<file path="config.mk">
export PLATFORM = sky130hd
export DESIGN_NAME = reg_writeback_ctrl
export DESIGN_NICKNAME = d
export VERILOG_FILES = /design/src/rtl/reg_writeback_ctrl_pkg.sv /design/src/rtl/wb_fifo.sv /design/src/rtl/reg_writeback_ctrl.sv
export SDC_FILE = /design/constraint.sdc
export NUM_CORES = 1
export LEC_CHECK = 0
export CELL_PAD_IN_SITES_DETAIL_PLACEMENT = 1
export CELL_PAD_IN_SITES_GLOBAL_PLACEMENT = 2
export CORE_AREA = 2 2 190 192
export DETAILED_ROUTE_END_ITERATION = 8
export DIE_AREA = 0 0 192 194
export GPL_TIMING_DRIVEN = 0
export PLACE_DENSITY_LB_ADDON = 0.1
export SETUP_SLACK_MARGIN = 0.15
export SLEW_MARGIN = 20
export SYNTH_ARGS = -nofsm -noshare
export SYNTH_HDL_FRONTEND = slang
export SYNTH_SLANG_ARGS = --single-unit
</file>
<file path="constraint.sdc">
create_clock -name clock -period 3.5 [get_ports clock]
set_input_delay 0.7 -clock clock [delete_from_list [all_inputs] [get_ports clock]]
set_output_delay 0.7 -clock clock [all_outputs]
set_load 0.05 [all_outputs]
</file>
<file path="src/rtl/reg_writeback_ctrl_pkg.sv">
// Shared types for the register-file writeback controller.
// Widths, the buffered writeback entry and controller states.
package reg_writeback_ctrl_pkg;

  localparam int DATA_W     = 32;
  localparam int REG_ADDR_W = 5;

  typedef struct packed {
    logic [REG_ADDR_W-1:0] dest;
    logic [DATA_W-1:0]     data;
  } wb_entry_t;

  typedef enum logic {
    ST_NORMAL = 1'b0,
    ST_FORCE  = 1'b1
  } wb_state_e;

endpackage

</file>
<file path="src/rtl/wb_fifo.sv">
// Circular buffer of pending writebacks.
// Entries are exposed oldest-first so the forwarding search can prefer the youngest.
module wb_fifo
  import reg_writeback_ctrl_pkg::*;
#(
  parameter int DEPTH = 4
) (
  input  logic                     clock,
  input  logic                     reset_n,
  input  logic                     push,
  input  wb_entry_t                push_entry,
  input  logic                     pop,
  output wb_entry_t                head,
  output logic [$clog2(DEPTH):0]   count,
  output wb_entry_t [DEPTH-1:0]    entries,
  output logic [DEPTH-1:0]         valid
);

  localparam int PW = $clog2(DEPTH);
  localparam int CW = PW + 1;

  wb_entry_t      mem [DEPTH];
  logic [PW-1:0]  rd_ptr;
  logic [PW-1:0]  wr_ptr;
  logic           do_push;
  logic           do_pop;

  assign do_pop  = pop && (count != '0);
  assign do_push = push && (count != CW'(DEPTH));
  assign head    = mem[rd_ptr];

  always_ff @(posedge clock or negedge reset_n) begin
    if (!reset_n) begin
      rd_ptr <= '0;
      wr_ptr <= '0;
      count  <= '0;
    end else begin
      if (do_push) wr_ptr <= wr_ptr + PW'(1);
      if (do_pop)  rd_ptr <= rd_ptr + PW'(1);
      count <= count + CW'(do_push) - CW'(do_pop);
    end
  end

  // Payload storage needs no reset; validity comes from count.
  always_ff @(posedge clock) begin
    if (do_push) mem[wr_ptr] <= push_entry;
  end

  always_comb begin
    for (int i = 0; i < DEPTH; i++) begin
      entries[i] = mem[rd_ptr + PW'(i)];
      valid[i]   = CW'(i) < count;
    end
  end

endmodule

</file>
<file path="src/rtl/reg_writeback_ctrl.sv">
// Buffers MEM/WB writebacks and drains them into a single-port register file.
// Pending values are forwarded to decode; a starved full buffer forces a write.
module reg_writeback_ctrl
  import reg_writeback_ctrl_pkg::*;
#(
  parameter int DEPTH        = 4,
  parameter int STARVE_LIMIT = 8
) (
  input  logic                   clock,
  input  logic                   reset_n,
  input  logic                   wb_valid,
  input  logic                   wb_mem_to_reg,
  input  logic [DATA_W-1:0]      wb_alu_result,
  input  logic [DATA_W-1:0]      wb_mem_data,
  input  logic [REG_ADDR_W-1:0]  wb_dest,
  output logic                   wb_ready,
  input  logic                   read_req,
  input  logic [REG_ADDR_W-1:0]  read_addr_a,
  input  logic [REG_ADDR_W-1:0]  read_addr_b,
  output logic                   read_grant,
  output logic                   fwd_a_valid,
  output logic [DATA_W-1:0]      fwd_a_data,
  output logic                   fwd_b_valid,
  output logic [DATA_W-1:0]      fwd_b_data,
  output logic [REG_ADDR_W-1:0]  rf_write_address,
  output logic [DATA_W-1:0]      rf_write_data,
  output logic                   rf_reg_write,
  output logic [$clog2(DEPTH):0] pending_count
);

  localparam int CW = $clog2(DEPTH) + 1;
  localparam int SW = $clog2(STARVE_LIMIT) + 1;

  wb_state_e             state_q;
  wb_state_e             state_d;
  logic [SW-1:0]         starve_q;
  wb_entry_t             push_entry;
  wb_entry_t             head;
  wb_entry_t [DEPTH-1:0] entries;
  logic [DEPTH-1:0]      valid;
  logic [CW-1:0]         count;
  logic                  full;
  logic                  empty;
  logic                  push;
  logic                  starve_cond;
  logic                  starve_hit;

  assign full          = count == CW'(DEPTH);
  assign empty         = count == '0;
  assign wb_ready      = !full;
  assign pending_count = count;

  // $zero writes complete the handshake but are dropped here.
  assign push = wb_valid && wb_ready && (wb_dest != '0);

  assign push_entry.dest = wb_dest;
  assign push_entry.data = wb_mem_to_reg ? wb_mem_data
                                         : wb_alu_result;

  wb_fifo #(.DEPTH(DEPTH)) u_fifo (
    .clock      (clock),
    .reset_n    (reset_n),
    .push       (push),
    .push_entry (push_entry),
    .pop        (rf_reg_write),
    .head       (head),
    .count      (count),
    .entries    (entries),
    .valid      (valid)
  );

  assign starve_cond = read_req && full;
  assign starve_hit  = starve_cond &&
                       (starve_q == SW'(STARVE_LIMIT - 1));

  always_ff @(posedge clock or negedge reset_n) begin
    if (!reset_n) begin
      starve_q <= '0;
    end else if (!starve_cond || starve_hit) begin
      starve_q <= '0;
    end else begin
      starve_q <= starve_q + SW'(1);
    end
  end

  always_ff @(posedge clock or negedge reset_n) begin
    if (!reset_n) state_q <= ST_NORMAL;
    else          state_q <= state_d;
  end

  always_comb begin
    state_d = state_q;
    unique case (state_q)
      ST_NORMAL: if (starve_hit) state_d = ST_FORCE;
      ST_FORCE:  state_d = ST_NORMAL;
      default:   state_d = ST_NORMAL;
    endcase
  end

  always_comb begin
    read_grant   = read_req;
    rf_reg_write = !empty && !read_req;
    unique case (state_q)
      ST_NORMAL: ;
      ST_FORCE: begin
        read_grant   = 1'b0;
        rf_reg_write = 1'b1;
      end
      default: ;
    endcase
  end

  assign rf_write_address = rf_reg_write ? head.dest : '0;
  assign rf_write_data    = rf_reg_write ? head.data : '0;

  // Entries are oldest-first, so the last match is the youngest.
  always_comb begin
    fwd_a_valid = 1'b0;
    fwd_a_data  = '0;
    fwd_b_valid = 1'b0;
    fwd_b_data  = '0;
    for (int i = 0; i < DEPTH; i++) begin
      if (valid[i] && read_addr_a != '0 &&
          entries[i].dest == read_addr_a) begin
        fwd_a_valid = 1'b1;
        fwd_a_data  = entries[i].data;
      end
      if (valid[i] && read_addr_b != '0 &&
          entries[i].dest == read_addr_b) begin
        fwd_b_valid = 1'b1;
        fwd_b_data  = entries[i].data;
      end
    end
  end

endmodule

</file>
=== After elaboration in Yosys (flattened, before gate mapping) ===
Memory sizes are Yosys's and may differ from the RTL's.
Index checks and enable logic that the tools add are counted.

* Output and inout bits: 109
* Bits in registers: 12
* Input port bits: 84
* Memories: 1
* Logic and storage cells: 88
* Memory bits (writable): 148

{| class="wikitable"
|+ Memories
! memory !! depth !! width !! read ports !! clocked after memory_dff !! write ports !! RTL line !! RTL
|-
| u_fifo.mem || 4 || 37 || 4 || 0 || 1 || wb_fifo.sv:22 || <nowiki>wb_entry_t mem [DEPTH];</nowiki>
|}

* Muxes and demuxes: 26
* Reductions and logical operators: 33
* Equality and inequality tests: 11
* Bitwise operators: 1
* Order comparisons: 4
* $add $sub $neg: 7

{| class="wikitable"
|+ Operator list
! cell !! count
|-
| $mux 32 || 10
|-
| $eq 5x5->1 || 8
|-
| $logic_and 1x1->1 || 23
|-
| $reduce_bool 5->1 || 3
|-
| $mux 1 || 13
|-
| $lt 1x3->1 const A || 2
|-
| $lt 2x3->1 const A || 2
|-
| $mux 5 || 1
|-
| $add 2x1->2 const B || 2
|-
| $add 2x2->2 const B || 2
|-
| $add 4x1->4 const B || 1
|-
| $eq 4x3->1 const B || 1
|-
| $logic_not 1->1 || 4
|-
| $mux 4 || 1
|-
| $add 3x1->3 || 1
|-
| $eq 3x3->1 const B || 1
|-
| $logic_not 3->1 || 1
|-
| $ne 3x3->1 const B || 1
|-
| $reduce_bool 3->1 || 1
|-
| $sub 3x1->3 || 1
|-
| $pmux 1 s2 || 1
|-
| $logic_or 1x1->1 || 1
|-
| $not 1->1 || 1
|}

=== Depth between registers and ports, before layout ===
* Word-level depth: 7
* Mapped depth: 12
* Depth with buffers taken out: 9

=== Hierarchy ===
From an unflattened synthesis, not the netlist that was laid out.

* Cell total of the unflattened synthesis: 964
* Area, all modules: 12419.4 µm²

{| class="wikitable"
|+ Modules (own cells, without submodules)
! module !! sequential area each (µm²) !! area an instance (µm²) !! times used !! cells each
|-
| wb_fifo || 4619.4 || 8852.2 || 1 || 414
|-
| reg_writeback_ctrl || 125.1 || 3567.2 || 1 || 550
|}

=== Least setup slack after synthesis ===
OpenSTA, ideal clock, no wires.

* Kind: input to output
* From: input read_addr_b[1]
* To: output fwd_b_data[10]
* Stages on the path: 9
* Path slack: -844 ps
* Data required time: 2800 ps
* Arrival: 3644 ps
* Buffers on the path: 2
* Cells stage by stage: buf_2 nor4_1 a211oi_1 o211ai_1 nor4_4 nor4_4 buf_6 a221oi_2 o31ai_1

* Word-level cells in the longest chain between the ends: 7
* Elaborated cells between the ends (all ways): 17
* Those cells by class: eq/ne (4); mux (4); reduce/logical (9)

{| class="wikitable"
|+ RTL lines
! what !! RTL line !! RTL
|-
| start, declared || reg_writeback_ctrl.sv:19 || <nowiki>input logic [REG_ADDR_W-1:0] read_addr_b,</nowiki>
|-
| $reduce_bool 5->1 || reg_writeback_ctrl.sv:128 || <nowiki>if (valid[i] && read_addr_b != '0 &&</nowiki>
|-
| $logic_and 1x1->1 (2 in series) || reg_writeback_ctrl.sv:128 ||
|-
| $mux 32 (3 in series) || reg_writeback_ctrl.sv:128 ||
|-
| $mux 32 (*) || reg_writeback_ctrl.sv:128 ||
|-
| end, declared || reg_writeback_ctrl.sv:24 || <nowiki>output logic [DATA_W-1:0] fwd_b_data,</nowiki>
|}

Every way passes the cells marked *; elsewhere a longest branch is shown, timed or not.

=== Final worst setup path ===
* From: register u_fifo.rd_ptr[1]
* To: output fwd_b_data[20]

* Word-level cells in the longest chain between the ends: 7
* Elaborated cells between the ends (all ways): 16
* Those cells by class: add/sub (3); eq/ne (4); mux (4); reduce/logical (4); memory (1)

{| class="wikitable"
|+ RTL lines
! what !! RTL line !! RTL
|-
| start, declared || wb_fifo.sv:23 || <nowiki>logic [PW-1:0] rd_ptr;</nowiki>
|-
| start signal, assigned || wb_fifo.sv:39 || <nowiki>if (do_pop) rd_ptr <= rd_ptr + PW'(1);</nowiki>
|-
| $add 2x1->2 / $mem_v2 4x37 (equally long branches) || n/a ||
|-
| $mem_v2 4x37 (*) || n/a ||
|-
| $eq 5x5->1 / $logic_and 1x1->1 (equally long branches) || reg_writeback_ctrl.sv:129, reg_writeback_ctrl.sv:128 ||
|-
| $logic_and 1x1->1 / $mux 32 (equally long branches) || reg_writeback_ctrl.sv:128 ||
|-
| $mux 32 (2 in series) || reg_writeback_ctrl.sv:128 ||
|-
| $mux 32 (*) || reg_writeback_ctrl.sv:128 ||
|}

Marks and branches as above.

==> summary.txt <==
Min path
  – Hold/Removal Path Class: reg2reg

Die
  – Boundary pin count: slightly below 200
  – Core Box Area: approximately 35000 µm²
  – Die height: 194 µm
  – Die footprint: approximately 37000 µm²
  – Rows: 69
  – Chip width: ~190 µm
  – Initial Utilization: 34.60%

Power and ir drop
  – Int Power: just over 9000 µW
  – Peak supply drop: approximately 650 µV
  – Static leakage: about 0.007 µW
  – Power Density: 991.2 nW/µm²
  – NetSw: 9818 µW
  – Seq pwr share: roughly 15%
  – Clock power frac: about a tenth
  – Comb pwr share: 74.7%
  – Sw Ratio: 51.22%

Route
  – Vias per cell: ~5.8
  – Initial DRC Count: 679
  – Post-detailed-route count of antenna-violating nets: 0
  – 1st-pass router iterations: 5
  – Via Count: between 10000 and 15000
  – Drt total wl: around 53000 µm
  – WL/cell: 27.57 µm
  – Drt drc: 0

GRT
  – GRT Util Overall: between 20% and 30%
  – Largest net degree at the start of global routing: 38
  – Total gr overflow: 0
  – Vias in the first global route: approximately 11000
  – Antenna violations before repair: 1
  – First-pass GRT wire length: about 73000 µm

Placement
  – Post-Place Worst Slack: -1.391 ns
  – DP Wirelength: between 30000 and 40000 µm
  – Port Buf Inserts: approximately 180
  – Placer Congestion: roughly 0.9

Status
  – Failing checks: negative setup slack
  – Status: finished with violations

STA
  – Slew HR: about 31%
  – Worst Slack Setup Final: -0.6303 ns
  – Setup_tns: -36.56 ns
  – Slew Viols, Final: 0
  – Setup Skew: 0.01196 ns
  – Final hold slack: about 0.47 ns
  – Setup Viol. Count Final: 66
  – Period utilisation layout: 118.0%
  – Hold Vio Cnt, Final: 0
  – Actual transition at the worst max-transition pin: a little over 1 ns
  – Fmax: 242.1 MHz
  – RSZ-0062 raised after global routing: yes
  – Tmin final: about 4.1 ns

Clocking
  – Total clock sinks: 160
  – Cts hold-fix bufs: 0
  – CTS max path bufs: 2
  – Htree depth: 4
  – TritonCTS clock tree: done
  – Worst-Skew Late Latency: about 0.45 ns
  – Reg clk slew, reported paths: roughly 0.07 ns
  – Inserted Clock Buffers: 17
  – Root Buffer: clkbuf_16

Finish
  – Final net count: 1524
  – Number of fill cells in the layout: roughly 3600
  – Layout cell share with drive strength beyond 1: between 40% and 50%
  – Area Overhead vs Synth: 58.69%

Logic synthesis
  – #FFs+latches synth: 160
  – Register area share after synthesis: 38.93%
  – Asr flop ratio synth: 7.500%
  – Cell area after synthesis: 12190 µm²
  – Post-Syn Instances: 1165
  – Mean post-synth cell area: roughly 10 µm²
  – Post-Syn Nets: between 1000 and 1500
  – Post-synth EDFFs: about 150
  – Primary FF master, synth: edfxtp_1
  – Post-synthesis cell type count: 59
  – Ys Warns: 0

Worst setup path
  – CP required: ~2.8 ns
  – Critical path startpoint category: register
  – Crit. End Element: output port
  – Arrival time worst endpoint: between 3 and 4 ns
  – Kind of critical path: reg2out
  – Worst-path fanout max: 7

Flow run
  – Max cap viols: 0
-- area by class of cell --
type                       count  area, µm²  share of cell area, %
antenna                        1      2.502                0.01294
buffer                       111       1290                  6.670
clock buffer                  19      432.9                  2.238
clock inverter                13      187.7                 0.9704
inverter                      17      66.31                 0.3429
multi-input combinational    877       9236                  47.76
sequential                   160       4746                  24.54
tap                          461      576.8                  2.982
timing repair buffer         246       2803                  14.49
-- synthesized netlist by cell type, types with 3 or more instances --
library cell,instances,share of area (%)
buf_6,11,1.0
mux2i_1,114,9.4
o221ai_1,20,1.4
a221oi_1,3,0.22
nor4_4,3,0.52
nor2b_1,64,3.3
o211ai_1,5,0.31
nand2b_1,32,1.6
nor3_1,9,0.37
xor2_1,12,0.86
mux4_2,11,2.0
mux2_4,3,0.37
o21ai_0,35,1.4
buf_4,5,0.31
buf_2,32,1.3
mux2_2,77,7.1
nor2_1,84,2.6
edfxtp_1,148,36
clkbuf_1,50,1.5
nor4_1,3,0.15
nand3b_1,30,1.8
a21oi_1,94,3.9
nand2_1,53,1.6
dfrtp_1,12,2.5
buf_1,13,0.40
ha_1,9,0.92
a221oi_2,30,3.7
xnor2_1,31,2.2
o31ai_1,31,1.9
and2_1,7,0.36
o221ai_2,9,1.1
a211oi_1,60,3.7
or3_1,8,0.41
nand3_1,13,0.53
inv_1,16,0.49
-- placed cells by master, fill, tap and decap left out, drive strengths merged, types with 6 or more instances in the layout --
master         synthesis  routed
nor2b                 64      64
dlymetal6s2s           0       6
xor2                  12      12
dfrtp                 12      12
inv                   17      18
a211oi                60      60
clkbuf                50      82
nand3                 13      13
or3                    8       8
clkdlybuf4s50          0      77
o31ai                 32      32
nor3                  10      10
nand3b                30      30
nand2b                32      32
ha                     9       9
and2                   8       8
mux2i                115     115
o21ai                 36      36
nor2                  85      85
o221ai                29      29
mux4                  11      11
edfxtp               148     148
xnor2                 31      31
nand2                 53      53
clkinv                 0       7
nor4                   6       6
buf                   61     210
a21oi                 94      94
o211ai                 6       6
mux2                  81      81
a221oi                33      33
-- metrics by stage --
stage          area, µm²  total power [µW]  instances  utilization [%]
5_1_grt            19340             19940       1904            54.90
6_report           19340             19170       1905            54.91
4_1_cts            17230             16710       1866            48.90
2_1_floorplan      12930             10270       1165                -
3_3_place_gp       15330             13550       1808            43.52
3_5_place_dp       15340             13610       1808            43.55
-- metal layers --
| metal | GRT usage (%) | vias to the layer above | wire, µm |
|---|---|---|---|
| met3 | 3.584 | 75 | 2533 |
| met5 | 0 | - | 0 |
| met2 | 45.47 | 355 | 26090 |
| li1 | - | 4967 | - |
| met1 | 34.59 | 5721 | 22540 |
| met4 | 8.312 | 0 | 1358 |
-- kinds of logic (layout without fill, tap and decap cells) --
family	count (synthesis)	after routing	share of synthesized area [%]
fa+ha+maj	10	10	1.088
other cells	0	1	0
flops	160	160	38.93
simple gates	315	315	13.92
mux	207	207	19.08
buf+inv	128	406	5.102
xor+xnor	43	43	3.090
compound gates	302	302	18.79
-- worst max-delay path, stage by stage (launching register included) --
cell and delay (ns):
dfrtp_1 0.40, buf_6 0.14, buf_12 0.14, buf_12 0.13, mux2_4 0.33, mux2i_2 0.17, xor2_1 0.25, nand4_1 0.21
or3_1 0.40, buf_8 0.19, clkbuf_16 0.19, nor2_2 0.13, o31ai_4 0.08, buf_4 0.19
-- power by group through the flow --
stage | registers (µW) | clock network, µW | logic (µW)
2_1_floorplan | 2780 | 0 | 7490
3_3_place_gp | 2790 | 0 | 10800
3_5_place_dp | 2790 | 0 | 10800
4_1_cts | 2760 | 2040 | 11900
5_1_grt | 2850 | 2110 | 15000
6_report | 2810 | 2030 | 14300
-- repair_timing --
item                                    CTS  global route
gates resized for setup                 782           466
pin swaps                                15            55
endpoints found under the setup margin  104           104
cloned                                    4            11
setup buffers                            22            27
-- flip-flops by register name, summed over array words and instances (netlist names) --
signal / flops
starve_q: 4
u_fifo.rd_ptr: 2
u_fifo.mem: 148
u_fifo.count: 3
u_fifo.wr_ptr: 2
state_q: 1
-- worst paths after layout --
| check | cells after the start | start | end | slack, ns |
|---|---|---|---|---|
| max | 13 | u_fifo.rd_ptr[1]$_DFFE_PN0P_ | fwd_b_data[20] | -0.63 |
| min | 1 | starve_q[0]$_DFF_PN0_ | starve_q[0]$_DFF_PN0_ | 0.47 |
| max reg2reg | 4 | u_fifo.count[0]$_DFF_PN0_ | u_fifo.mem[2][22]$_DFFE_PP_ | 1.08 |
| min reg2reg | 1 | starve_q[0]$_DFF_PN0_ | starve_q[0]$_DFF_PN0_ | 0.47 |
| max in group asynchronous | 1 | reset_n | u_fifo.rd_ptr[0]$_DFFE_PN0P_ | 2.48 |
| min in group asynchronous | 1 | reset_n | starve_q[0]$_DFF_PN0_ | 0.62 |
No activity file was read; power rests on OpenSTA's default activity.
